==> src/rtl/iso_bus_rx_array.sv <==
// Multi-channel receiver that moves data from a switchable power domain into the always-on domain.
// Isolation sequencing: ACTIVE -> ISOLATED -> SETTLE -> ACTIVE, with clamp/hold and a count of blocked activity.
module iso_bus_rx_array #(
  parameter int             NCH        = 4,
  parameter int             W          = 8,
  parameter int             SETTLE_CYC = 4,
  parameter int             CLAMP_MODE = 0,
  parameter logic [W-1:0]   CLAMP_VAL  = '0
) (
  input  logic             ck,
  input  logic             arst_n,
  input  logic             isolate,
  input  logic [NCH-1:0]   data_ready,
  input  logic [NCH*W-1:0] data_in,
  output logic [NCH*W-1:0] data_tx,
  output logic [NCH-1:0]   tx_valid,
  output logic [1:0]       iso_state,
  output logic [15:0]      drop_cnt
);

  typedef enum logic [1:0] {
    ACTIVE   = 2'd0,
    ISOLATED = 2'd1,
    SETTLE   = 2'd2
  } state_t;

  localparam int CW = (SETTLE_CYC > 1) ? $clog2(SETTLE_CYC) : 1;
  localparam logic [CW-1:0] SETTLE_LOAD = (SETTLE_CYC > 0) ? CW'(SETTLE_CYC - 1) : '0;

  state_t        state, state_nxt;
  logic [CW-1:0] cnt, cnt_nxt;
  logic          clamp_now;
  logic          capture_en;

  // data_ready is a one-cycle strobe with no backpressure: a capture happens
  // on the edge where capture_en && data_ready[i], otherwise the beat is lost.
  assign capture_en = (state == ACTIVE) && !isolate;
  assign iso_state  = state;

  always_ff @(posedge ck or negedge arst_n) begin
    if (!arst_n) begin
      state <= ACTIVE;
      cnt   <= '0;
    end else begin
      state <= state_nxt;
      cnt   <= cnt_nxt;
    end
  end

  always_comb begin
    state_nxt = state;
    cnt_nxt   = cnt;
    clamp_now = 1'b0;
    case (state)
      ACTIVE: begin
        if (isolate) begin
          state_nxt = ISOLATED;
          clamp_now = (CLAMP_MODE == 0);
        end
      end
      ISOLATED: begin
        if (!isolate) begin
          if (SETTLE_CYC == 0) begin
            state_nxt = ACTIVE;
          end else begin
            state_nxt = SETTLE;
            cnt_nxt   = SETTLE_LOAD;
          end
        end
      end
      SETTLE: begin
        // data_tx already carries the clamp/held value, so re-entry does not clamp again
        if (isolate) begin
          state_nxt = ISOLATED;
          cnt_nxt   = '0;
        end else if (cnt != '0) begin
          cnt_nxt = cnt - 1'b1;
        end else begin
          state_nxt = ACTIVE;
        end
      end
      default: begin
        state_nxt = ACTIVE;
        cnt_nxt   = '0;
      end
    endcase
  end

  always_ff @(posedge ck or negedge arst_n) begin
    if (!arst_n) begin
      data_tx  <= '0;
      tx_valid <= '0;
    end else begin
      for (int i = 0; i < NCH; i++) begin
        if (capture_en && data_ready[i]) begin
          data_tx[i*W +: W] <= data_in[i*W +: W];
          tx_valid[i]       <= 1'b1;
        end else begin
          tx_valid[i] <= 1'b0;
          if (clamp_now) begin
            data_tx[i*W +: W] <= CLAMP_VAL;
          end
        end
      end
    end
  end

  // Counts cycles (not channels) with activity that could not be captured.
  always_ff @(posedge ck or negedge arst_n) begin
    if (!arst_n) begin
      drop_cnt <= '0;
    end else if (!capture_en && (|data_ready) && (drop_cnt != 16'hFFFF)) begin
      drop_cnt <= drop_cnt + 16'd1;
    end
  end

endmodule

==> config.mk <==
export PLATFORM = sky130hd
export DESIGN_NAME = iso_bus_rx_array
export DESIGN_NICKNAME = d
export VERILOG_FILES = /design/src/rtl/iso_bus_rx_array.sv
export SDC_FILE = /design/constraint.sdc
export NUM_CORES = 1
export LEC_CHECK = 0
export ABC_AREA = 1
export BUFFER_PORTS_ARGS = -buffer_cell sky130_fd_sc_hd__buf_4
export CORE_MARGIN = 3
export CORE_UTILIZATION = 50
export CTS_CLUSTER_SIZE = 14
export DETAILED_ROUTE_END_ITERATION = 10
export MAX_ROUTING_LAYER = met4
export PLACE_DENSITY = 0.86
export SLEW_MARGIN = 30
export SYNTH_ARGS = -nofsm -noshare
export SYNTH_HDL_FRONTEND = slang
export SYNTH_SLANG_ARGS = --single-unit
==> constraint.sdc <==
create_clock -name ck -period 1.7 [get_ports ck]
set_clock_uncertainty 0.05 [all_clocks]
set_input_delay 0.425 -clock ck [delete_from_list [all_inputs] [get_ports ck]]
set_output_delay 0.425 -clock ck [all_outputs]
set_load 0.05 [all_outputs]
==> flow_summary.yaml, run 1 <==
pwr:
  vdd_drop_max_v: 0.00122
  power.leakage_nw: 1.90
  cellPowerDensity_nw_per_um2: 1810
  power.total_mw: 6.72
sta:
  fmax_ghz: 0.635
  hold_ws_ns: 0.253
  setup_violations: 0
  post-route-min-period_ns: 1.57
  slew_headroom_pct: 77.6
  maxSlewViolCount: 0
  hold_violations: 0
  worst_slew_pin_slew_ns: 0.336
  fin_tns_setup_ns: 0
  fin_crit_sh_pct: 92.6
  rsz0062_at_grt: "true"
  layout_setup_ws_ns: 0.126
clock_tree:
  clkTransAtPathRegs_ns: 0.11
  cts_inserted_buffers: 5
  cts_root_buffer: "clkbuf_8"
  cts_tree: "built"
  cts_max_level: 2
  post_cts_buffers: 0
  cts_sinks: 56
  cts_buffer_depth: 2
  clk_latency_ns: 0.32
synth:
  synth_cells: 333
  ys_top_cells_by_area: "dfrtp_1, nand2_1, inv_1"
  yosys.area.top_type: "dfrtp_1"
  yosys_warnings: 0
  synth.cell_area_um2: 2750
  synth-compound-area-share_pct: 9.42
  yosys.area_share.simple_pct: 25.9
  avgSynthCellArea_um2: 8.26
  synth_fa_ha_area_share_pct: 3.64
  synth.area.mux_share_pct: 0
  yosysTopAreaCellShare_pct: 51.0
  synth-seq-cells: 56
  yosysSeqAreaShare_pct: 51.0
  synth_top_family_by_area: "simple AND/OR/NAND/NOR gates"
  synthesis.nets: 380
  synth_xor_area_share_pct: 1.59
  ys_types: 25
critical_path:
  worstSetupPathType: "flip-flop to flip-flop"
  cp_data_arrival_time_ns: 1.76
  rr_endpoint: "drop_cnt[3]"
  r2r_cells: 9
  crit_fanout: 16
  end_kind: "flip-flop"
  reg2reg_from: "drop_cnt[0]"
  start_kind: "flip-flop"
  cp.required_ns: 1.89
  r2r_slack_ns: 0.13
routing:
  drt-total-wl_um: 6360
  vias_per_cell: 4.92
  num_vias: 2509
  drtIter0Drc: 127
  routedWlPerCell_um: 12.5
  ant_nets: 0
  firstDrtPassIters: 5
  drcViolationCount: 0
worst_hold_path:
  hold_path_class: "input port to flip-flop"
  whs_path_depth: 3
  min_to: "data_tx[16]"
  min_from: "data_in[16]"
finish:
  finalNetCount: 486
  postLayoutCellArea_um2: 3710
  fill_cells: 414
  drive_gt1_share_pct: 30.7
  post-route-util_pct: 71.3
  instances_no_fill: 510
  syn_to_final_growth_pct: 34.9
  antennaDiodeCount: 0
place:
  place.gp.congestion: 0.896
  place_ws_ns: 0.139
  dpl.hpwl_um: 5010
  post-place-cells: 501
  dpl_cell_area_um2: 3600
  port_buffers: 92
floorplan:
  core_area_um2: 5200
  die-area_um2: 6430
  rows: 26
  die_x_um: 80.2
  initial_core_util_pct: 52.8
  die_height_um: 80.2
  pin_count: 93
global_route:
  first_global_vias: 2447
  overflow: 0
  antenna_found_initial: 0
  grt_max_degree: 25
  grt_pass1_wl_um: 10800
  grt.total_usage_pct: 21.6
run_status:
  status: "finished clean"
flow_run:
  max_cap_viol_count: 0
## flip-flops by register name, summed over array words and instances, names as in the netlist
register and count:
tx_valid 4, iso_state 2, drop_cnt 16, cnt 2, data_tx 32
## report_power, final
part           switching, mW  internal (mW)  total, mW  leakage [nW]
logic                   2.64           1.14       3.77          1.11
clock network          0.463          0.302      0.764        0.0452
registers              0.377           1.81       2.19         0.743
total                   3.48           3.25       6.72          1.90
## area by class of cell
class / instances / area, µm² / area share, %
Clock buffer: 5 / 68.8 / 1.85
Tap cell: 70 / 87.6 / 2.36
Sequential cell: 56 / 1410 / 37.9
Timing Repair Buffer: 100 / 778 / 21.0
Clock inverter: 3 / 25.0 / 0.674
Multi-Input combinational cell: 217 / 1120 / 30.2
Inverter: 59 / 223 / 6.00
## routing by layer
metal	up-vias	GRT usage, %	part of all wire, %
li1	1236	-	-
met1	1183	27.5	43
met2	88	35.8	49
met3	2	4.37	6.9
met4	0	4.56	0.22
met5	-	-	0
## Yosys cell counts
cell,count
a21oi_1,7
nand2_1,102
xor2_1,5
o22ai_1,2
inv_2,1
nand3b_1,2
ha_1,8
nand3_1,10
o21ai_2,2
dfrtp_1,56
nand3_4,1
and3_1,1
nand3_2,1
nor2_2,7
o21ai_0,36
buf_6,1
nor2_1,19
nand2_4,4
nand4_1,2
a31oi_1,1
inv_1,57
o31ai_1,1
clkinv_2,1
nor2_4,4
nand2_2,2
## cells by family (layout without fill, tap and decap cells)
group | count (synthesis) | count (layout)
adder cells (fa/ha/maj) | 8 | 8
AND/OR/NAND/NOR | 155 | 155
flip-flops | 56 | 56
buffers and inverters | 60 | 167
AO/OA/AOI/OAI | 49 | 49
XOR/XNOR | 5 | 5
## cells in the final DEF, fill, tap and decap left out, drive strengths merged, types with 2 or more instances in the layout
master,netlist,final
nand3,12,12
dfrtp,56,56
nand4,2,2
nor2,30,30
o22ai,2,2
xor2,5,5
clkbuf,0,5
nand2,108,108
ha,8,8
a21oi,7,7
buf,1,99
o21ai,38,38
nand3b,2,2
inv,58,60
## what timing repair did
action	in CTS	in global routing
hold buffers	1	0
hold endpoints to repair	16	0
gates resized for setup	0	2
setup endpoints to repair	0	7
## worst max-delay path, cell delays in order, from the launching register on
cell and delay (ns):
dfrtp_2 0.45, ha_1 0.26, nand3_4 0.14, clkinv_2 0.07, nand2_2 0.10, nor2_4 0.06
nor2_4 0.09, buf_12 0.15, nand2_1 0.06, o21ai_0 0.07
## how the worst max path moves through the flow
stage	from	to	slack (ns)
floorplan	drop_cnt[0]	drop_cnt[2]	0.05
global placement	iso_state[0]	drop_cnt[10]	0.21
detailed placement	drop_cnt[0]	drop_cnt[3]	0.14
CTS	iso_state[1]	data_tx[2]	0.11
global route	iso_state[0]	data_tx[12]	-0.02
finish	drop_cnt[0]	drop_cnt[3]	0.13
Note: power is estimated with default switching activity, not from simulation.
==> run 2, diff against run 1 <==
--- a/config.mk
+++ b/config.mk
@@ -13,6 +13,7 @@
 export DETAILED_ROUTE_END_ITERATION = 10
 export MAX_ROUTING_LAYER = met4
 export PLACE_DENSITY = 0.86
+export RECOVER_POWER = 50
 export SLEW_MARGIN = 30
 export SYNTH_ARGS = -nofsm -noshare
 export SYNTH_HDL_FRONTEND = slang
==> flow_summary.yaml, run 2 (synthesis results as in run 1) <==
run_status:
  status: "finished clean"
sta:
  fin_crit_sh_pct: 92.7
  fin_tns_setup_ns: 0
  maxSlewViolCount: 0
  fmax_ghz: 0.635
  hold_violations: 0
  setup_violations: 0
  post-route-min-period_ns: 1.58
  slew_headroom_pct: 70.1
  worst_slew_pin_slew_ns: 0.448
  rsz0062_at_grt: "true"
global_route:
  grt_pass1_wl_um: 10800
  first_global_vias: 2447
  overflow: 0
  grt_max_degree: 25
  grt.total_usage_pct: 21.6
  antenna_found_initial: 0
floorplan:
  die_x_um: 80.2
  rows: 26
  pin_count: 93
  initial_core_util_pct: 52.8
  die_height_um: 80.2
  die-area_um2: 6430
  core_area_um2: 5200
place:
  dpl.hpwl_um: 5010
  dpl_cell_area_um2: 3600
  port_buffers: 92
  post-place-cells: 501
  place.gp.congestion: 0.896
finish:
  finalNetCount: 486
  instances_no_fill: 510
  antennaDiodeCount: 0
  postLayoutCellArea_um2: 3640
  reg_top3: "data_tx: 32 flops, drop_cnt: 16 flops, tx_valid: 4 flops"
  syn_to_final_growth_pct: 32.3
  regMostFlops: "data_tx"
  drive_gt1_share_pct: 30.7
  largest_reg_flops: 32
  post-route-util_pct: 69.9
  final_cell_mix: "nand2_1, buf_4, inv_1"
  final_common_cell: "nand2_1"
critical_path:
  cp_top_family: "flip-flops"
  crit_chain: "ha_1 -> nand3_4 -> clkinv_2 -> nand2_2 -> nor2_4 -> nor2_4 -> buf_12 -> nand2_1 -> o21ai_0"
  worstSetupPathType: "flip-flop to flip-flop"
  cp_common_cell: "nor2_4"
  cp_data_arrival_time_ns: 1.76
  cpPeakStageDelay_ns: 0.45
  crit_slowest_cell: "dfrtp_2"
  crit_buf_inv: 2
  cp.required_ns: 1.89
  start_kind: "flip-flop"
  crit_fanout: 16
  end_kind: "flip-flop"
pwr:
  power.total_mw: 6.59
  vdd_drop_max_v: 0.00122
  cellPowerDensity_nw_per_um2: 1810
  power.leakage_nw: 1.87
routing:
  vias_per_cell: 4.91
  drcViolationCount: 0
  ant_nets: 0
  firstDrtPassIters: 4
  drt-total-wl_um: 6380
  routedWlPerCell_um: 12.5
  num_vias: 2506
  drtIter0Drc: 126
clock_tree:
  clk_latency_ns: 0.32
  cts_inserted_buffers: 5
  cts_tree: "built"
  post_cts_buffers: 0
  cts_sinks: 56
  clkTransAtPathRegs_ns: 0.11
  cts_buffer_depth: 2
  cts_max_level: 2
  cts_root_buffer: "clkbuf_8"
flow_run:
  max_cap_viol_count: 0
worst_hold_path:
  hold_path_class: "input port to flip-flop"
run 2: cell count changes in the layout (fill, tap and decap cells not counted), sizes merged:
cell    previous run  this run
buf               99        74
clkbuf             5        30
run 2: stage by stage:
stage | worst slack, ns | hold slack, ns
after detailed placement | 0.139 | 0.267
after global routing | -0.0198 | 0.256
after CTS | 0.111 | 0.247
final | 0.125 | 0.252
after floorplan | 0.0478 | 0.0794
after global placement | 0.209 | 0.261
run 2: power by group:
group | internal [mW] | total (mW) | switching (mW)
clock network | 0.302 | 0.765 | 0.463
registers | 1.81 | 2.18 | 0.374
logic | 1.01 | 3.64 | 2.64
total | 3.12 | 6.59 | 3.47
run 2: final cells by class:
| cell class | instances | area, µm² |
|---|---|---|
| Tap cell | 70 | 87.6 |
| Fill cell | 433 | 1570 |
| Clock buffer | 5 | 68.8 |
| Multi-Input combinational cell | 217 | 1120 |
| Clock inverter | 3 | 25.0 |
| Timing Repair Buffer | 100 | 706 |
| Sequential cell | 56 | 1410 |
| Inverter | 59 | 223 |
run 2: worst register-to-register path, delay by kind of cell, from the launching register on:
| kind | cells | cell delay, ns |
|---|---|---|
| AOI/OAI and AO/OA | 1 | 0.07 |
| adders and majority gates | 1 | 0.26 |
| buffers and inverters | 2 | 0.22 |
| DFF | 1 | 0.45 |
| and+or+nand+nor | 5 | 0.45 |
run 2: path summary, 6_finish.rpt:
kind                        startpoint            to  slack (ns)  depth (start not counted)
max                        drop_cnt[0]   drop_cnt[3]        0.12                          9
min                        data_in[16]   data_tx[16]        0.25                          3
max reg2reg                drop_cnt[0]   drop_cnt[3]        0.12                          9
min reg2reg                data_tx[30]   data_tx[30]        0.49                          2
max in group asynchronous       arst_n  iso_state[0]        0.27                          3
min in group asynchronous       arst_n    data_tx[1]        0.52                          2
run 2: what timing repair did:
action,CTS,global route
endpoints found under the hold margin,16,0
hold buffers,1,0
gates resized for setup,0,2
setup endpoints to repair,0,7
run 2: layer usage:
metal | wire length, µm | track usage, %
met2 | 3100 | 35.8
met4 | 56 | 4.56
met3 | 442 | 4.37
met1 | 2780 | 27.5
met5 | 0 | -
